**config.mk**
```make
export PLATFORM = sky130hd
export DESIGN_NAME = div32_seq
export DESIGN_NICKNAME = d
export VERILOG_FILES = /design/src/rtl/div_pkg.sv /design/src/rtl/div_step.sv /design/src/rtl/div32_seq.sv
export SDC_FILE = /design/constraint.sdc
export NUM_CORES = 1
export LEC_CHECK = 0
export ABC_AREA = 1
export ABC_CLOCK_PERIOD_IN_PS = 7450
export CAP_MARGIN = 20
export CELL_PAD_IN_SITES_DETAIL_PLACEMENT = 0
export CELL_PAD_IN_SITES_GLOBAL_PLACEMENT = 1
export CORE_UTILIZATION = 43
export DETAILED_ROUTE_END_ITERATION = 10
export GPL_TIMING_DRIVEN = 0
export PLACE_DENSITY_LB_ADDON = 0.15
export SLEW_MARGIN = 40
export SYNTH_ARGS = -nofsm -noshare
export SYNTH_HDL_FRONTEND = slang
export SYNTH_HIERARCHICAL = 1
export SYNTH_SLANG_ARGS = --single-unit
```
**constraint.sdc**
```tcl
create_clock -name clk -period 7.45 [get_ports clk]
set_input_delay 0.745 -clock clk [delete_from_list [all_inputs] [get_ports clk]]
set_output_delay 0.745 -clock clk [all_outputs]
set_load 0.01 [all_outputs]
```
**src/rtl/div_pkg.sv**
```systemverilog
// Shared types and constants for the sequential radix-2 restoring divider.
package div_pkg;

  localparam int WIDTH_DEF = 32;
  localparam int MAX_W     = 64;

  // Quotient reported for a zero divisor; truncated to the instance width.
  localparam logic [MAX_W-1:0] DBZ_QUO = '1;

  typedef enum logic [1:0] {
    IDLE = 2'd0,
    CALC = 2'd1,
    DONE = 2'd2
  } state_t;

endpackage

```
**src/rtl/div_step.sv**
```systemverilog
// One combinational restoring-division iteration on magnitudes.
module div_step
  import div_pkg::*;
#(
  parameter int WIDTH = WIDTH_DEF
) (
  input  logic [WIDTH-1:0] rem,
  input  logic [WIDTH-1:0] quo,
  input  logic [WIDTH-1:0] dvs,
  output logic [WIDTH-1:0] rem_next,
  output logic [WIDTH-1:0] quo_next
);

  logic        [WIDTH:0] shifted;
  logic signed [WIDTH:0] diff;

  // rem < dvs holds between steps, so bit WIDTH of the difference is its true sign.
  always_comb begin
    shifted  = {rem, quo[WIDTH-1]};
    diff     = signed'(shifted) - signed'({1'b0, dvs});
    rem_next = (diff < 0) ? shifted[WIDTH-1:0] : diff[WIDTH-1:0];
    quo_next = {quo[WIDTH-2:0], ~diff[WIDTH]};
  end

endmodule

```
**src/rtl/div32_seq.sv**
```systemverilog
// Sequential signed/unsigned divider: one quotient bit per cycle, fixed latency.
module div32_seq
  import div_pkg::*;
#(
  parameter int WIDTH = WIDTH_DEF
) (
  input  logic             clk,
  input  logic             rst_n,
  input  logic             in_valid,
  output logic             in_ready,
  input  logic [WIDTH-1:0] dividend,
  input  logic [WIDTH-1:0] divisor,
  input  logic             is_signed,
  output logic             out_valid,
  input  logic             out_ready,
  output logic [WIDTH-1:0] quotient,
  output logic [WIDTH-1:0] remainder,
  output logic             div_by_zero
);

  localparam int               CNT_W = $clog2(WIDTH) + 1;
  localparam logic [CNT_W-1:0] LAST  = CNT_W'(WIDTH - 1);

  state_t           state, state_next;
  logic [CNT_W-1:0] cnt;
  logic [WIDTH-1:0] rem_r, quo_r, dvs_r;
  logic [WIDTH-1:0] rem_step, quo_step;
  logic             q_neg, r_neg, dbz_r;
  logic             accept;

  function automatic logic [WIDTH-1:0] mag(input logic signed [WIDTH-1:0] v, input logic en);
    return (en && (v < 0)) ? WIDTH'(-v) : WIDTH'(v);
  endfunction

  function automatic logic [WIDTH-1:0] apply_sign(input logic [WIDTH-1:0] v, input logic neg);
    return neg ? WIDTH'(-v) : v;
  endfunction

  div_step #(.WIDTH(WIDTH)) u_step (
    .rem      (rem_r),
    .quo      (quo_r),
    .dvs      (dvs_r),
    .rem_next (rem_step),
    .quo_next (quo_step)
  );

  always_comb begin
    state_next = state;
    in_ready   = 1'b0;
    out_valid  = 1'b0;
    accept     = 1'b0;
    case (state)
      IDLE: begin
        in_ready = 1'b1;
        if (in_valid) begin
          accept     = 1'b1;
          state_next = (divisor == '0) ? DONE : CALC;
        end
      end
      CALC: begin
        if (cnt == LAST) state_next = DONE;
      end
      DONE: begin
        out_valid = 1'b1;
        if (out_ready) state_next = IDLE;
      end
      default: state_next = IDLE;
    endcase
  end

  always_ff @(posedge clk or negedge rst_n) begin
    if (!rst_n) begin
      state <= IDLE;
      cnt   <= '0;
      rem_r <= '0;
      quo_r <= '0;
      dvs_r <= '0;
      q_neg <= 1'b0;
      r_neg <= 1'b0;
      dbz_r <= 1'b0;
    end else begin
      state <= state_next;
      case (state)
        IDLE: begin
          if (accept) begin
            cnt <= '0;
            if (divisor == '0) begin
              quo_r <= WIDTH'(DBZ_QUO);
              rem_r <= dividend;
              q_neg <= 1'b0;
              r_neg <= 1'b0;
              dbz_r <= 1'b1;
            end else begin
              quo_r <= mag(dividend, is_signed);
              rem_r <= '0;
              dvs_r <= mag(divisor, is_signed);
              q_neg <= is_signed & (dividend[WIDTH-1] ^ divisor[WIDTH-1]);
              r_neg <= is_signed & dividend[WIDTH-1];
              dbz_r <= 1'b0;
            end
          end
        end
        CALC: begin
          cnt <= cnt + 1'b1;
          // Signs are folded into the final step so DONE presents finished results.
          if (cnt == LAST) begin
            quo_r <= apply_sign(quo_step, q_neg);
            rem_r <= apply_sign(rem_step, r_neg);
          end else begin
            quo_r <= quo_step;
            rem_r <= rem_step;
          end
        end
        default: ;
      endcase
    end
  end

  assign quotient    = quo_r;
  assign remainder   = rem_r;
  assign div_by_zero = dbz_r;

endmodule

```
==> flow_metrics.env, run 1 <==
export IMPL_status="completed"
export IMPL_ys_seq_area_share_pct=22.46
export IMPL_antenna_left=0
export IMPL_final_cell_mix="nand2_1, inv_1, nand3_1, nor2_1, clkdlybuf4s50_1"
export IMPL_fin_nets=2329
export IMPL_finalCriticalPeriod_ns=4.260
export IMPL_antenna_found_initial=3
export IMPL_post_cts_buffers=0
export IMPL_synth_cell_types=49
export IMPL_die_w_um=168.5
export IMPL_max_cap_violations=0
export IMPL_yosysWarningCount=6
export IMPL_cts_htree_levels=3
export IMPL_fin_crit_sh_pct=57.19
export IMPL_r2r_start="quotient[31]$_DFFE_PN0P_"
export IMPL_cts_root_buffer="clkbuf_16"
export IMPL_cts_buffers=9
export IMPL_leakage_uw=0.007444
export IMPL_grt_ovfl_total=0
export IMPL_vias=13732
export IMPL_finalMaxSlewViolations=0
export IMPL_cts_max_path_buffers=2
export IMPL_layout_drive_gt1_share_pct=6.197
export IMPL_grt_max_degree=70
export IMPL_drtIter0Drc=1457
export IMPL_path_max_fanout=10
export IMPL_max_slew_margin_rel_pct=43.93
export IMPL_port_buffers=135
export IMPL_ir_drop_v=0.0002497
export IMPL_required_ns=7.71
export IMPL_fin_tns_setup_ns=0
export IMPL_setup_slack_ns=3.190
export IMPL_synthToLayoutAreaGrowth_pct=18.31
export IMPL_final_common_cell="nand2_1"
export IMPL_via_per_inst=5.284
export IMPL_core_area_mm2=0.02710
export IMPL_finalPower_uw=6851
export IMPL_die_h_um=168.5
export IMPL_tightest_slew_ns=0.8410
export IMPL_cts_tree="built"
export IMPL_synthCells=2075
export IMPL_wirelength_um=47430
export IMPL_worstPathArrival_ns=4.52
export IMPL_pwr_density_cell_mw_per_mm2=485.9
export IMPL_wl_per_cell_um=18.25
export IMPL_dpl_hpwl_um=39680
export IMPL_hold_violations=0
export IMPL_crit_path_start_kind="register"
export IMPL_fp_dieArea_mm2=0.02839
export IMPL_pre_cts_ws_ns=3.305
export IMPL_grt_pass1_wl_um=72490
export IMPL_clock_skew_ns=0.01439
export IMPL_rows=60
export IMPL_fin_util_pct=52.03
export IMPL_drt_first_pass_iters=5
export IMPL_drcViolationCount=0
export IMPL_path_clk_slew_ns=0.09
export IMPL_synth_area_mm2=0.01192
export IMPL_post_cts_resized=0
export IMPL_path_class="reg2reg"
export IMPL_hold_class="in2async"
export IMPL_fmax_mhz=234.7
export IMPL_syn_num_nets=2182
export IMPL_clk_latency_ns=0.38
export IMPL_start_util_pct=43.98
export IMPL_setup_viol=0
export IMPL_end_kind="register"
export IMPL_gp_congestion=1.001
export IMPL_n_antenna_cell=0
export IMPL_rsz0062_at_grt="no"
export IMPL_grt_pass1_vias=12599
export IMPL_ys_ff_latch=107
export IMPL_cts_hold_buf=0
export IMPL_grt_total_usage_pct=33.61
export IMPL_ios=136
export IMPL_cts_num_sinks=107
export IMPL_post_synth_cell_area_avg_um2=5.744
export IMPL_crit_start="quotient[31]$_DFFE_PN0P_"
==> sequential cells by signal, indices dropped and copies added, names as in the netlist <==
register and count:
remainder 32, div_by_zero 1, dvs_r 32, cnt 6
q_neg 1, state 2, quotient 32, r_neg 1
==> routing by layer <==
metal,track usage [%],vias to the layer above,wire (µm)
met1,48.38,6355,22230
met5,0,-,13
met2,52.53,533,20590
li1,-,6785,-
met4,8.656,2,969
met3,4.793,57,3628
==> cell type report <==
type                       count  area, µm²
sequential                   107       2678
clock inverter                 7      107.6
inverter                     299       1125
multi-input combinational   1588       7601
tap                          372      465.4
timing repair buffer         136       1384
buffer                        81      515.5
clock buffer                   9      225.2
fill                        2944      13000
==> report_power, final <==
| part | internal [µW] | leakage (µW) | switching [µW] |
|---|---|---|---|
| clock network | 275 | 0.000160 | 271 |
| registers | 845 | 0.00131 | 268 |
| logic | 1790 | 0.00597 | 3400 |
==> per-stage QoR <==
| step | hold WS, ns | cell area, µm² | std cells |
|---|---|---|---|
| 2_1_floorplan | 0.4489 | 11920 | 2075 |
| 3_3_place_gp | 0.4663 | 13740 | 2582 |
| 3_5_place_dp | 0.4723 | 13770 | 2583 |
| 4_1_cts | 0.2674 | 14100 | 2599 |
| 5_1_grt | 0.2838 | 14100 | 2599 |
| 6_report | 0.2611 | 14100 | 2599 |
==> cells by family (layout without fill, tap and decap cells) <==
logic type                 Yosys count  count (layout)  share of synthesized area, %
adders and majority gates           38              38                         4.052
and+or+nand+nor                   1277            1277                         45.08
buffers and inverters              380             532                         13.76
xor gates and xnor gates            61              61                         4.483
AOI/OAI and AO/OA                  212             212                         10.16
DFF                                107             107                         22.46
==> worst max-delay path, stage by stage, from the launching register on <==
cell and delay, ns:
dfrtp_1 0.48, inv_1 0.07, ha_1 0.23, fa_1 0.42
inv_1 0.15, nand2_1 0.07, nand2_1 0.08, nand3_1 0.09
nand2_2 0.14, nand2_1 0.08, nand2_2 0.08, nand2_2 0.08
nand3_1 0.13, nand2_4 0.09, buf_4 0.19, nand2_1 0.07
nand2_1 0.10, inv_1 0.09, ha_1 0.16, nand3_1 0.10
nor2_1 0.22, nand2_1 0.11, o21ai_1 0.47, nand4_1 0.17
nand2_1 0.11, nand2_1 0.05, nand2_1 0.09, nand2_1 0.05
==> cell usage after synthesis (all sizes together) <==
cell | instances | area [µm²]
a21boi | 7 | 52.55
a21oi | 55 | 282.8
a22o | 1 | 8.760
a22oi | 1 | 7.510
a2bb2oi | 7 | 61.31
a31oi | 2 | 12.51
a32o | 1 | 10.01
and2 | 4 | 25.02
and3 | 1 | 6.260
buf | 64 | 451.7
clkbuf | 17 | 63.81
clkinv | 1 | 3.750
dfrtp | 107 | 2678
fa | 1 | 20.02
ha | 37 | 462.9
inv | 298 | 1121
nand2 | 790 | 3023
nand3 | 197 | 996.0
nand3b | 9 | 67.56
nand4 | 33 | 206.5
nor2 | 206 | 829.5
nor3 | 19 | 106.4
o211ai | 11 | 82.58
o21a | 4 | 30.03
o21ai | 104 | 524.3
o21bai | 9 | 67.56
o22ai | 3 | 18.77
o31ai | 7 | 52.55
or2 | 18 | 112.6
xnor2 | 9 | 78.83
xor2 | 52 | 455.4
==> path summary, 6_finish.rpt <==
kind                                        endpoint  slack [ns]  depth (start not counted)
setup / recovery           remainder[28]$_DFFE_PN0P_        3.19                         27
hold / removal             remainder[27]$_DFFE_PN0P_        0.26                          1
setup reg to reg           remainder[28]$_DFFE_PN0P_        3.19                         27
hold reg to reg                dvs_r[10]$_DFFE_PN0P_        0.49                          2
max in group asynchronous      dvs_r[16]$_DFFE_PN0P_        6.52                          2
min in group clk               dvs_r[10]$_DFFE_PN0P_        0.49                          2
No activity file was read; power rests on OpenSTA's default activity.
==> inputs of run 2 (changes only) <==
Settings changed: ABC_CLOCK_PERIOD_IN_PS 7450 to 4030, CORE_UTILIZATION 43 to 40.
Clock period 7.45 ns to 4.03 ns, I/O delays scaled along.
==> run 2 against run 1 <==
Net effect: fmax is 14% higher; global-route usage decreased by 1.3 points; design area up 1.0%; register-to-register slack lost 2.9 ns; non-clock buffer count increased by 7; highest routed layer unchanged.
==> flow_metrics.env, run 2 (synthesized netlist as in run 1, its figures left out) <==
export IMPL_status="completed"
export IMPL_switching_share_pct=58.46
export IMPL_final_common_cell="nand2_1"
export IMPL_worstHoldPathCells=2
export IMPL_rsz0062_at_grt="no"
export IMPL_power_switching_uw=7606
export IMPL_path_class="reg2reg"
export IMPL_finalMaxSlewViolations=0
export IMPL_fp_dieArea_mm2=0.03049
export IMPL_clk_latency_ns=0.38
export IMPL_wl_per_cell_um=18.79
export IMPL_share_comb_of_total_power_pct=76.4
export IMPL_leakage_uw=0.007485
export IMPL_wirelength_um=49190
export IMPL_cts_htree_levels=3
export IMPL_via_per_inst=5.252
export IMPL_drt_first_pass_iters=6
export IMPL_worst_r2r_setup_slack_ns=0.28
export IMPL_path_clk_slew_ns=0.10
export IMPL_holdWs_ns=0.4887
export IMPL_clock_skew_ns=0.02205
export IMPL_r2r_start="quotient[31]$_DFFE_PN0P_"
export IMPL_cts_root_buffer="clkbuf_16"
export IMPL_end_kind="register"
export IMPL_core_area_mm2=0.02901
export IMPL_stdcell_area_mm2=0.01425
export IMPL_hold_violations=0
export IMPL_ios=136
export IMPL_antenna_left=0
export IMPL_dpl_hpwl_um=40860
export IMPL_ir_drop_v=0.0003702
export IMPL_vias=13751
export IMPL_reg2regPathDepth=26
export IMPL_die_h_um=174.6
export IMPL_synthToLayoutAreaGrowth_pct=19.54
export IMPL_pwr_density_cell_mw_per_mm2=913.2
export IMPL_drtIter0Drc=1213
export IMPL_setup_viol=0
export IMPL_fin_crit_sh_pct=92.96
export IMPL_worstPathArrival_ns=4.01
export IMPL_hold_class="reg2reg"
export IMPL_antenna_found_initial=4
export IMPL_p_int_uw=5404
export IMPL_cts_buffers=9
export IMPL_required_ns=4.29
export IMPL_max_cap_violations=0
export IMPL_dpl_cell_area_mm2=0.01378
export IMPL_crit_path_start_kind="register"
export IMPL_start_util_pct=41.08
export IMPL_n_antenna_cell=0
export IMPL_grt_pass1_wl_um=74430
export IMPL_setup_slack_ns=0.2837
export IMPL_grt_max_degree=68
export IMPL_cts_max_path_buffers=2
export IMPL_holdCritStartpoint="dvs_r[28]$_DFFE_PN0P_"
export IMPL_max_slew_margin_rel_pct=41.76
export IMPL_cts_tree="built"
export IMPL_crit_start="quotient[31]$_DFFE_PN0P_"
export IMPL_fin_util_pct=49.11
export IMPL_final_cell_mix="nand2_1, inv_1, nand3_1, nor2_1, clkdlybuf4s50_1"
export IMPL_grt_ovfl_total=0
export IMPL_rows=62
export IMPL_port_buffers=135
export IMPL_path_max_fanout=10
export IMPL_die_w_um=174.6
export IMPL_finalCriticalPeriod_ns=3.746
export IMPL_seqPwrFrac_pct=15.9
export IMPL_tightest_slew_ns=0.8737
export IMPL_pre_cts_ws_ns=-0.1210
export IMPL_power_share_clock_pct=7.7
export IMPL_grt_pass1_vias=12874
export IMPL_fin_nets=2336
export IMPL_grt_total_usage_pct=32.34
export IMPL_fmax_mhz=266.9
export IMPL_fin_tns_setup_ns=0
export IMPL_drcViolationCount=0
export IMPL_gp_congestion=0.9782
export IMPL_cts_num_sinks=107
export IMPL_layout_drive_gt1_share_pct=7.117
==> run 2: changes by cell type in the layout (fill, tap and decap cells not counted), moves of 2 or more <==
cell	previous run	this run
nor2_4	2	5
o21ai_1	13	11
inv_12	0	3
nor2_1	193	189
nand3_2	2	4
nand3_1	195	192
buf_4	43	49
==> run 2: cell type report <==
| class | instances | area [µm²] |
|---|---|---|
| repair buffers | 143 | 1439 |
| plain buffers | 81 | 516.7 |
| fillers | 3159 | 14770 |
| inverters | 299 | 1125 |
| clock inverters | 7 | 101.3 |
| multi-input cells | 1588 | 7681 |
| well taps | 384 | 480.5 |
| flip-flops and latches | 107 | 2679 |
| clock buffers | 9 | 225.2 |
==> run 2: worst max-delay path, stage by stage (launching register included) <==
cell and delay [ns]:
dfrtp_2 0.40, inv_1 0.05, ha_1 0.22, fa_2 0.37, inv_1 0.10, nand2_1 0.05
nand2_1 0.08, nand3_1 0.09, nand2_2 0.13, nand2_1 0.08, nand2_2 0.08, nand2_2 0.08
nand3_2 0.08, nand2_4 0.08, buf_4 0.19, nand2_1 0.06, nand2_1 0.10, inv_1 0.10
ha_2 0.18, nand3_2 0.11, nor2_4 0.18, nand2_2 0.10, o21ai_4 0.27, buf_4 0.16
a21oi_1 0.05, o21ai_0 0.11, o211ai_1 0.11
==> run 2: power groups by stage <==
stage	sequential (µW)	clock (µW)	combinational, µW
floorplan	2000	0	6340
global placement	2080	0	9460
detailed placement	2080	0	9530
CTS	2070	1020	9590
global route	2110	1060	11000
finish	2060	1010	9940
==> run 2: worst paths after layout <==
| path | endpoint |
|---|---|
| setup / recovery | remainder[12]$_DFFE_PN0P_ |
| hold / removal | dvs_r[28]$_DFFE_PN0P_ |
| setup reg to reg | remainder[12]$_DFFE_PN0P_ |
| hold reg to reg | dvs_r[28]$_DFFE_PN0P_ |
| max in group asynchronous | quotient[31]$_DFFE_PN0P_ |
| min in group asynchronous | remainder[25]$_DFFE_PN0P_ |
==> run 2: per-stage QoR <==
step	instances	total power, µW
2_1_floorplan	2075	8338
3_3_place_gp	2594	11540
3_5_place_dp	2595	11610
4_1_cts	2612	12680
5_1_grt	2618	14150
6_report	2618	13010
==> run 2: repair_timing <==
item / 4_1_cts / 5_1_grt
pin swaps: 0 / 4
gates resized for setup: 5 / 15
hold buffers: 1 / 0
buffers inserted: 0 / 6
endpoints found under the hold margin: 40 / 0
endpoints found under the setup margin: 11 / 25
==> run 2: layer usage <==
metal / GRT usage [%] / vias to the layer above / share of wire, %
met5: 0 / - / 0.094
li1: - / 6808 / -
met3: 6.375 / 78 / 7.9
met2: 50.45 / 510 / 43
met4: 9.094 / 8 / 2.4
met1: 45.18 / 6347 / 46
